## config.mk

```make
export PLATFORM = sky130hd
export DESIGN_NAME = lab6_practice_slave
export DESIGN_NICKNAME = d
export VERILOG_FILES = /design/src/rtl/lab6_pkg.sv /design/src/rtl/lab6_sync2.sv /design/src/rtl/lab6_practice_slave.sv
export SDC_FILE = /design/constraint.sdc
export NUM_CORES = 1
export LEC_CHECK = 0
export CAP_MARGIN = 25
export CORE_MARGIN = 5
export CORE_UTILIZATION = 53
export CTS_CLUSTER_SIZE = 10
export DETAILED_ROUTE_END_ITERATION = 8
export GPL_ROUTABILITY_DRIVEN = 0
export MAX_ROUTING_LAYER = met4
export PLACE_DENSITY = 0.78
export SLEW_MARGIN = 20
export SYNTH_ARGS = -nofsm -noshare
export SYNTH_HDL_FRONTEND = slang
export SYNTH_HIERARCHICAL = 1
export SYNTH_SLANG_ARGS = --single-unit
export TNS_END_PERCENT = 10
```

## constraint.sdc

```tcl
create_clock -name clk -period 3.5 [get_ports clk]
set_input_delay 0.875 -clock clk [delete_from_list [all_inputs] [get_ports clk]]
set_output_delay 0.875 -clock clk [all_outputs]
set_load 0.005 [all_outputs]
```

## src/rtl/lab6_pkg.sv

```systemverilog
// Shared codes and state encoding for the lab6 master/slave pair.
package lab6_pkg;

  localparam logic [3:0] CODE_INVALID = 4'd8;
  localparam logic [3:0] CODE_OFF     = 4'd9;

  typedef enum logic [1:0] {
    S_OFF,
    S_LIT,
    S_ERR
  } state_t;

  function automatic state_t classify(input logic [3:0] code);
    if (code == CODE_OFF)
      return S_OFF;
    else if (code[3] == 1'b0)
      return S_LIT;
    else
      return S_ERR;
  endfunction

endpackage

```

## src/rtl/lab6_sync2.sv

```systemverilog
// 4-bit two-flop synchronizer; resets to the OFF code.
module lab6_sync2
  import lab6_pkg::*;
(
  input  logic       clk,
  input  logic       rst,
  input  logic [3:0] d,
  output logic [3:0] q
);

  logic [3:0] meta;

  always_ff @(posedge clk or posedge rst) begin
    if (rst) begin
      meta <= CODE_OFF;
      q    <= CODE_OFF;
    end else begin
      meta <= d;
      q    <= meta;
    end
  end

endmodule

```

## src/rtl/lab6_practice_slave.sv

```systemverilog
// LED slave: synchronize, debounce and decode a 4-bit code from the master.
// Define LAB6_SYNC_EN to insert the two-flop input synchronizer.
module lab6_practice_slave
  import lab6_pkg::*;
#(
  parameter int unsigned STABLE_CYCLES = 4
) (
  input  logic       clk,
  input  logic       rst,
  input  logic [3:0] data_in,
  output logic [7:0] led,
  output logic       off,
  output logic       err,
  output logic [7:0] change_cnt
);

  localparam logic [7:0] CNT_MAX = 8'(STABLE_CYCLES - 1);

  logic [3:0] sync_code;
  logic [3:0] candidate;
  logic [3:0] accepted;
  logic [7:0] stable_cnt;
  state_t     state;
  state_t     next_state;
  logic       accept;

`ifdef LAB6_SYNC_EN
  lab6_sync2 u_sync2 (
    .clk (clk),
    .rst (rst),
    .d   (data_in),
    .q   (sync_code)
  );
`else
  assign sync_code = data_in;
`endif

  always_comb begin
    next_state = classify(candidate);
    accept     = (stable_cnt == CNT_MAX) && (candidate != accepted);
  end

  always_ff @(posedge clk or posedge rst) begin
    if (rst) begin
      candidate  <= CODE_OFF;
      stable_cnt <= '0;
      accepted   <= CODE_OFF;
      state      <= S_OFF;
      led        <= '0;
      off        <= 1'b1;
      err        <= 1'b0;
      change_cnt <= '0;
    end else begin
      if (sync_code != candidate) begin
        candidate  <= sync_code;
        stable_cnt <= '0;
      end else if (stable_cnt != CNT_MAX) begin
        stable_cnt <= stable_cnt + 8'd1;
      end

      if (accept) begin
        accepted <= candidate;
        state    <= next_state;
        off      <= (next_state == S_OFF);
        err      <= (next_state == S_ERR);
        // LIT->LIT rewrites the one-hot directly so no all-dark cycle appears
        if (next_state == S_LIT)
          led <= 8'(1) << candidate[2:0];
        else if (state == S_LIT)
          led <= '0;
        if (change_cnt != 8'hFF)
          change_cnt <= change_cnt + 8'd1;
      end
    end
  end

endmodule

```

==> results.md, run 1 <==
- Status: completed
- Setup crit end kind: output pin
- Hold slack: 0.509 ns
- Gate Count Post-Synth: 132
- Final Setup Violations: 0
- Number of flops mapped to enable cells by yosys: 0
- Cell family with most CP delay: flip-flops
- Via count: 1100
- Die H: 65.3 um
- Maximum root-to-sink buffer count: 2
- Yosys cell types: 34
- Mapped Nets: 140
- Tmin final: 2.25 ns
- Area growth, synth to finish: 19.0%
- Port Buf Inserts: 23
- Grt ovf: 0
- Top FF cell, synth: dfrtp_1
- PostCTS Resize Cnt: 0
- Routed wire per std cell: 15.4 um
- Tcrit/Tclk final: 64.2%
- Tot Pwr: 0.680 mW
- Required time of the critical path: 2.62 ns
- Postcts setup bufs: 0
- Avg Inst Size Synth: 12.3 um2
- Clock root cell: clkbuf_4
- Vias in the first global route: 1099
- Clock Pin Slew Worst Setup and Hold Paths: 0.11 ns
- H-tree lvl count: 2
- Initial drt markers: 27
- Diodes inserted: 0
- Worst vdd ir: 0.230 mV
- Starting Density: 53.9%
- # fillers: 246
- CTS tree: built
- # nets final: 165
- Met3 Routed Length: 105 um
- Kind of critical path: reg -> out
- CP Launch Type: flop
- Clock Latency Late Sink: 0.33 ns
- CTS Hold Buffers Added: 0
- Die ar.: 4260 um2
- Top Layer Used: met4
- Setup TNS: 0 ns
- WL met1: 1.34 mm
- CP max FO: 2
- Pin count of the biggest net entering global routing: 36
- Vias per Instance: 5.76
- Register area share after synthesis: 54.5%
- Worst Tran Pin Value: 0.626 ns
- Layout cells sized above 1: 13.9%
- DRC viols: 0
- Static Leak: 0.863 nW
- Number of max-cap violations: 0
- Clock sinks: 35
- Worst slew margin: 58.2%
- PD cells: 353 nW/um2
- Slowest-stage cell, CP: dfstp_2
- Synth warnings: 6
- WL final: 2.95 mm
- Worst path buffer plus inverter count: 1
- Yosys reg bits: 35
- Overall Global Routing Usage: 15.7%
- Die outline width: 65.3 um
- Row Count: 20
- WHS Path Cells: 1
- Max-slew violations: 0
- Routed wl met2: 1.47 mm
- CP cell instances: clkdlybuf4s50_1
- FFs w/ async S/R, synth: 100%
- R2R cell count: 5
- Num CTS Buffers: 5
- Final antenna-violating net count: 0
- Initial antenna violation count: 0
- First-pass GRT wire length: 5.02 mm
- Drt first pass iters: 4
- Clock Skew: 0.0173 ns
- Hpwl dp: 2.19 mm
- Hold Crit Class: reg -> reg
- CP peak stage delay: 0.55 ns
- Cell Area, Synth: 1620 um2
- Fmax: 445 MHz
- Final count of hold timing violations: 0
- Crit path DAT: 1.37 ns
- Worst path depth: 1
- Number of top-level pins: 24
- RSZ-0062 raised after global routing: false
- CORE AREA: 3000 um2
[placed cells by master, fill, tap and decap left out, drive strengths merged, types with 2 or more instances in the layout]
cell type       n
nor2           10
dfstp           5
and3            3
clkdlybuf4s50  23
and2            2
xnor2           6
nand2           5
inv             2
ha              2
nor4b           3
nor4            4
nor2b           2
nor3            3
dfrtp          30
nand3           8
clkbuf          7
nand4           2
xor2           15
a32o            4
a22o            4
mux2            8
[worst register-to-register path, delay by kind of cell, from the launching register on]
| kind | cells | cell delay, ns |
|---|---|---|
| AND/OR/NAND/NOR | 3 | 1.07 |
| multiplexers | 1 | 0.39 |
| adder cells (fa/ha/maj) | 1 | 0.25 |
| flip-flops | 1 | 0.44 |
[cells in the mapped netlist (all sizes together), types with 2 or more instances]
master  count  area [um2]
dfrtp      30         751
xor2       15         131
nor2       10        40.0
mux2        8         109
nand3       8        40.0
xnor2       6        52.6
dfstp       5         131
nand2       5        18.8
a22o        4        35.0
a32o        4        40.0
clkbuf      4        15.0
nor4        4        40.0
and3        3        18.8
nor3        3        15.0
nor4b       3        38.8
and2        2        12.5
buf         2        16.3
ha          2        25.0
inv         2        7.51
nand4       2        12.5
nor2b       2        12.5
[flip-flops by register name, indices dropped and copies added, names as in the netlist]
| register | cells |
|---|---|
| accepted | 4 |
| candidate | 4 |
| change_cnt | 8 |
| err | 1 |
| led | 8 |
| off | 1 |
| stable_cnt | 8 |
| state | 1 |
[area by class of cell]
cell class	count	area, um2	share of cell area, %
Clock inverter	1	5.00	0.260
Clock buffer	7	55.1	2.86
Tap cell	33	41.3	2.14
Inverter	2	7.51	0.390
Multi-Input combinational cell	89	698	36.2
Sequential cell	35	882	45.8
Timing Repair Buffer	24	238	12.3
[report_power, final]
| part | internal, mW | switching, mW | total (mW) |
|---|---|---|---|
| registers | 0.410 | 0.00780 | 0.418 |
| logic | 0.0166 | 0.0201 | 0.0367 |
| clock network | 0.0974 | 0.127 | 0.225 |
| total | 0.524 | 0.155 | 0.680 |
[cell families (layout without fill, tap and decap cells)]
| family | after synthesis | in the layout | synth area share (%) |
|---|---|---|---|
| muxes | 9 | 9 | 7.34 |
| DFF | 35 | 35 | 54.5 |
| buffers and inverters | 8 | 34 | 2.40 |
| xor gates and xnor gates | 21 | 21 | 11.4 |
| AOI/OAI and AO/OA | 12 | 12 | 6.18 |
| and+or+nand+nor | 45 | 45 | 16.7 |
| adders and majority gates | 2 | 2 | 1.55 |
[final timing paths]
check,slack [ns],startpoint,endpoint
min reg2reg,0.51,led[6],led[6]
max reg2reg,1.29,stable_cnt[0],off
max,1.25,off,off
min in group asynchronous,0.95,rst,accepted[1]
min,0.51,led[6],led[6]
max in group asynchronous,2.22,rst,accepted[3]
[per-stage QoR]
step                setup slack, ns  utilization, %  cell area (um2)  instances
floorplan                      1.66               -             1620        132
global placement               1.28            62.2             1870        183
detailed placement             1.21            62.2             1870        183
CTS                            1.23            64.2             1930        191
global route                   1.12            64.2             1930        191
finish                         1.25            64.2             1930        191
[per-layer routing]
layer	global-route usage (%)	up-vias
li1	-	513
met4	4.66	0
met1	19.9	563
met2	25.0	19
met3	4.10	5
met5	-	-
Note: power is estimated with default switching activity, not from simulation.
==> run 2, diff against run 1 <==
==> constraint.sdc (replaced) <==
create_clock -name clk -period 2.2 [get_ports clk]
set_input_delay 0.55 -clock clk [delete_from_list [all_inputs] [get_ports clk]]
set_output_delay 0.55 -clock clk [all_outputs]
set_load 0.005 [all_outputs]
==> run 2 against run 1 <==
Effect of this change:
- worst setup slack lost 1.1 ns
- sequential share of layout area fell by 0.90 points
- worst hold slack lost 0.0065 ns
- clock skew decreased by 0.0092 ns
- first-iteration DRC count is 3.7% lower
- core utilization up 1.3 points
- critical path type is now reg -> reg
- largest cell class unchanged
- highest routed layer unchanged
==> results.md, run 2 (same netlist as run 1, synthesis figures left out) <==
- Status: completed
- Clock Pin Slew Worst Setup and Hold Paths: 0.10 ns (about the same)
- Worst slew margin: 58.0% (-0.20 points)
- Initial antenna violation count: 0 (unchanged)
- Grt ovf: 0 (unchanged)
- Maximum root-to-sink buffer count: 2 (unchanged)
- DRC viols: 0 (unchanged)
- Pin count of the biggest net entering global routing: 36 (unchanged)
- R2R cell count: 5 (unchanged)
- Slowest-stage cell, CP: dfrtp_1
- Reg2reg setup slack: 0.18 ns (-1.11 ns)
- Clock Skew: 0.00805 ns (-0.00920 ns)
- Psw: 0.246 mW (+58%)
- RSZ-0062 raised after global routing: false
- First-pass GRT wire length: 5.27 mm (+5.1%)
- Via count: 1083 (-1.5%)
- Setup TNS: 0 ns (unchanged)
- Initial drt markers: 26 (-3.7%)
- CP cell instances: ha_1 -> nor4b_4 -> nand2_2 -> nor4_2 -> mux2_1
- Kind of critical path: reg -> reg
- CP peak stage delay: 0.44 ns (-0.11 ns)
- Vias per Instance: 5.64 (-2.1%)
- H-tree lvl count: 2 (unchanged)
- CORE AREA: 3000 um2 (unchanged)
- Row Count: 20 (unchanged)
- CTS tree: built
- Worst Setup EP: change_cnt[6]
- Hpwl dp: 2.23 mm (+1.7%)
- Crit Reg-Reg Startpoint: stable_cnt[0]
- Clock share of power: 35.0% (+1.9 points)
- Biggest registers after layout: change_cnt: 8 flops, led: 8 flops, stable_cnt: 8 flops
- Fmax: 494 MHz
- Postcts setup bufs: 0 (unchanged)
- Port Buf Inserts: 23 (unchanged)
- Combinational share of power: 5.2% (-0.2 points)
- Drt first pass iters: 4 (unchanged)
- CP max FO: 5 (+3)
- Most common cell after layout, fill and taps aside: dfrtp_1
- Clock sinks: 35 (unchanged)
- Number of max-cap violations: 0 (unchanged)
- Final count of hold timing violations: 0 (unchanged)
- Setup crit end kind: flop
- Number of top-level pins: 24 (unchanged)
- Tcrit/Tclk final: 92.0%
- Routed wire per std cell: 15.6 um (+1.1%)
- Static Leak: 0.873 nW (+1.2%)
- Die ar.: 4260 um2 (unchanged)
- Clock Latency Late Sink: 0.34 ns (about the same)
- Required time of the critical path: 2.43 ns (-0.19 ns)
- # nets final: 166 (+0.61%)
- Worst Tran Pin Value: 0.625 ns (-0.000966 ns)
- Crit. Startpoint: stable_cnt[0]
- Die outline width: 65.3 um (unchanged)
- Area growth, synth to finish: 21.4%
- WL final: 3.00 mm (+1.7%)
- Internal Power: 0.867 mW (+65%)
- CP Launch Type: flop
- Vias in the first global route: 1146 (+4.3%)
- CTS Hold Buffers Added: 0 (unchanged)
- Starting Density: 53.9% (unchanged)
- Crit path DAT: 2.26 ns (+0.89 ns)
- Tmin final: 2.02 ns
- Layout cells sized above 1: 15.7% (+1.8 points)
- Most frequent cells in the layout: 30 x dfrtp_1, 23 x clkdlybuf4s50_1, 15 x xor2_1
- Overall Global Routing Usage: 17.1% (+1.3 points)
- Worst vdd ir: 0.393 mV (+70%)
- Diodes inserted: 0 (unchanged)
- Tot Pwr: 1.11 mW (+64%)
- Worst Hold Launch: led[2]
- Seq pwr share: 59.8% (-1.7 points)
- Die H: 65.3 um (unchanged)
- Sw Share: 22.1% (-0.76 points)
- Max-slew violations: 0 (unchanged)
- Num CTS Buffers: 5 (unchanged)
- Final Setup Violations: 0 (unchanged)
- Clock root cell: clkbuf_4
- Hold Crit Class: reg -> reg
- Final antenna-violating net count: 0 (unchanged)
- PD cells: 566 nW/um2 (+61%)
- Worst R2R End: change_cnt[6]
-- run 2: cell type report --
type	instances	area, um2
Clock buffer	8	68.8
Inverter	2	7.51
Sequential cell	35	882
Fill cell	236	1040
Tap cell	33	41.3
Multi-Input combinational cell	89	721
Timing Repair Buffer	25	245
-- run 2: per-stage QoR --
step | worst slack [ns] | utilization, % | instance area, um2 | std cells | hold slack (ns)
finish | 0.175 | 65.5 | 1970 | 192 | 0.502
global route | 0.0542 | 65.5 | 1970 | 192 | 0.542
CTS | 0.0118 | 64.9 | 1950 | 192 | 0.511
detailed placement | 0.0246 | 62.4 | 1870 | 184 | 0.489
global placement | 0.0908 | 62.4 | 1870 | 184 | 0.479
floorplan | 0.356 | - | 1620 | 132 | 0.484
-- run 2: metal layers --
metal  wire [um]  GRT usage [%]
met5           0              -
met4          57           6.99
met3         111           5.81
met2        1510           27.8
met1        1320           19.3
-- run 2: worst min-delay path by stage --
| stage | endpoint | slack (ns) | cells after the start |
|---|---|---|---|
| after floorplan | state[0] | 0.48 | 2 |
| after global placement | led[4] | 0.48 | 1 |
| after CTS | led[6] | 0.51 | 1 |
| after global routing | led[6] | 0.54 | 1 |
| after detailed placement | led[2] | 0.49 | 1 |
| final | led[2] | 0.50 | 1 |
-- run 2: worst max-delay path: cells and delay by family, from the launching register on --
family / cells / cell delay [ns]
fa+ha+maj: 1 / 0.27
flops: 1 / 0.44
simple gates: 3 / 0.85
mux: 1 / 0.35
-- run 2: power by group through the flow --
stage | Clock (mW) | Combinational, mW | Sequential (mW)
after floorplan | 0 | 0.0415 | 0.672
after global placement | 0 | 0.0578 | 0.676
after detailed placement | 0 | 0.0591 | 0.677
after CTS | 0.403 | 0.0595 | 0.665
after global routing | 0.433 | 0.0655 | 0.667
final | 0.390 | 0.0577 | 0.665
-- run 2: what timing repair did --
action	in CTS	in global routing
setup endpoints to repair	1	16
gates resized for setup	1	3
pin swaps	0	0
gates cloned	0	0
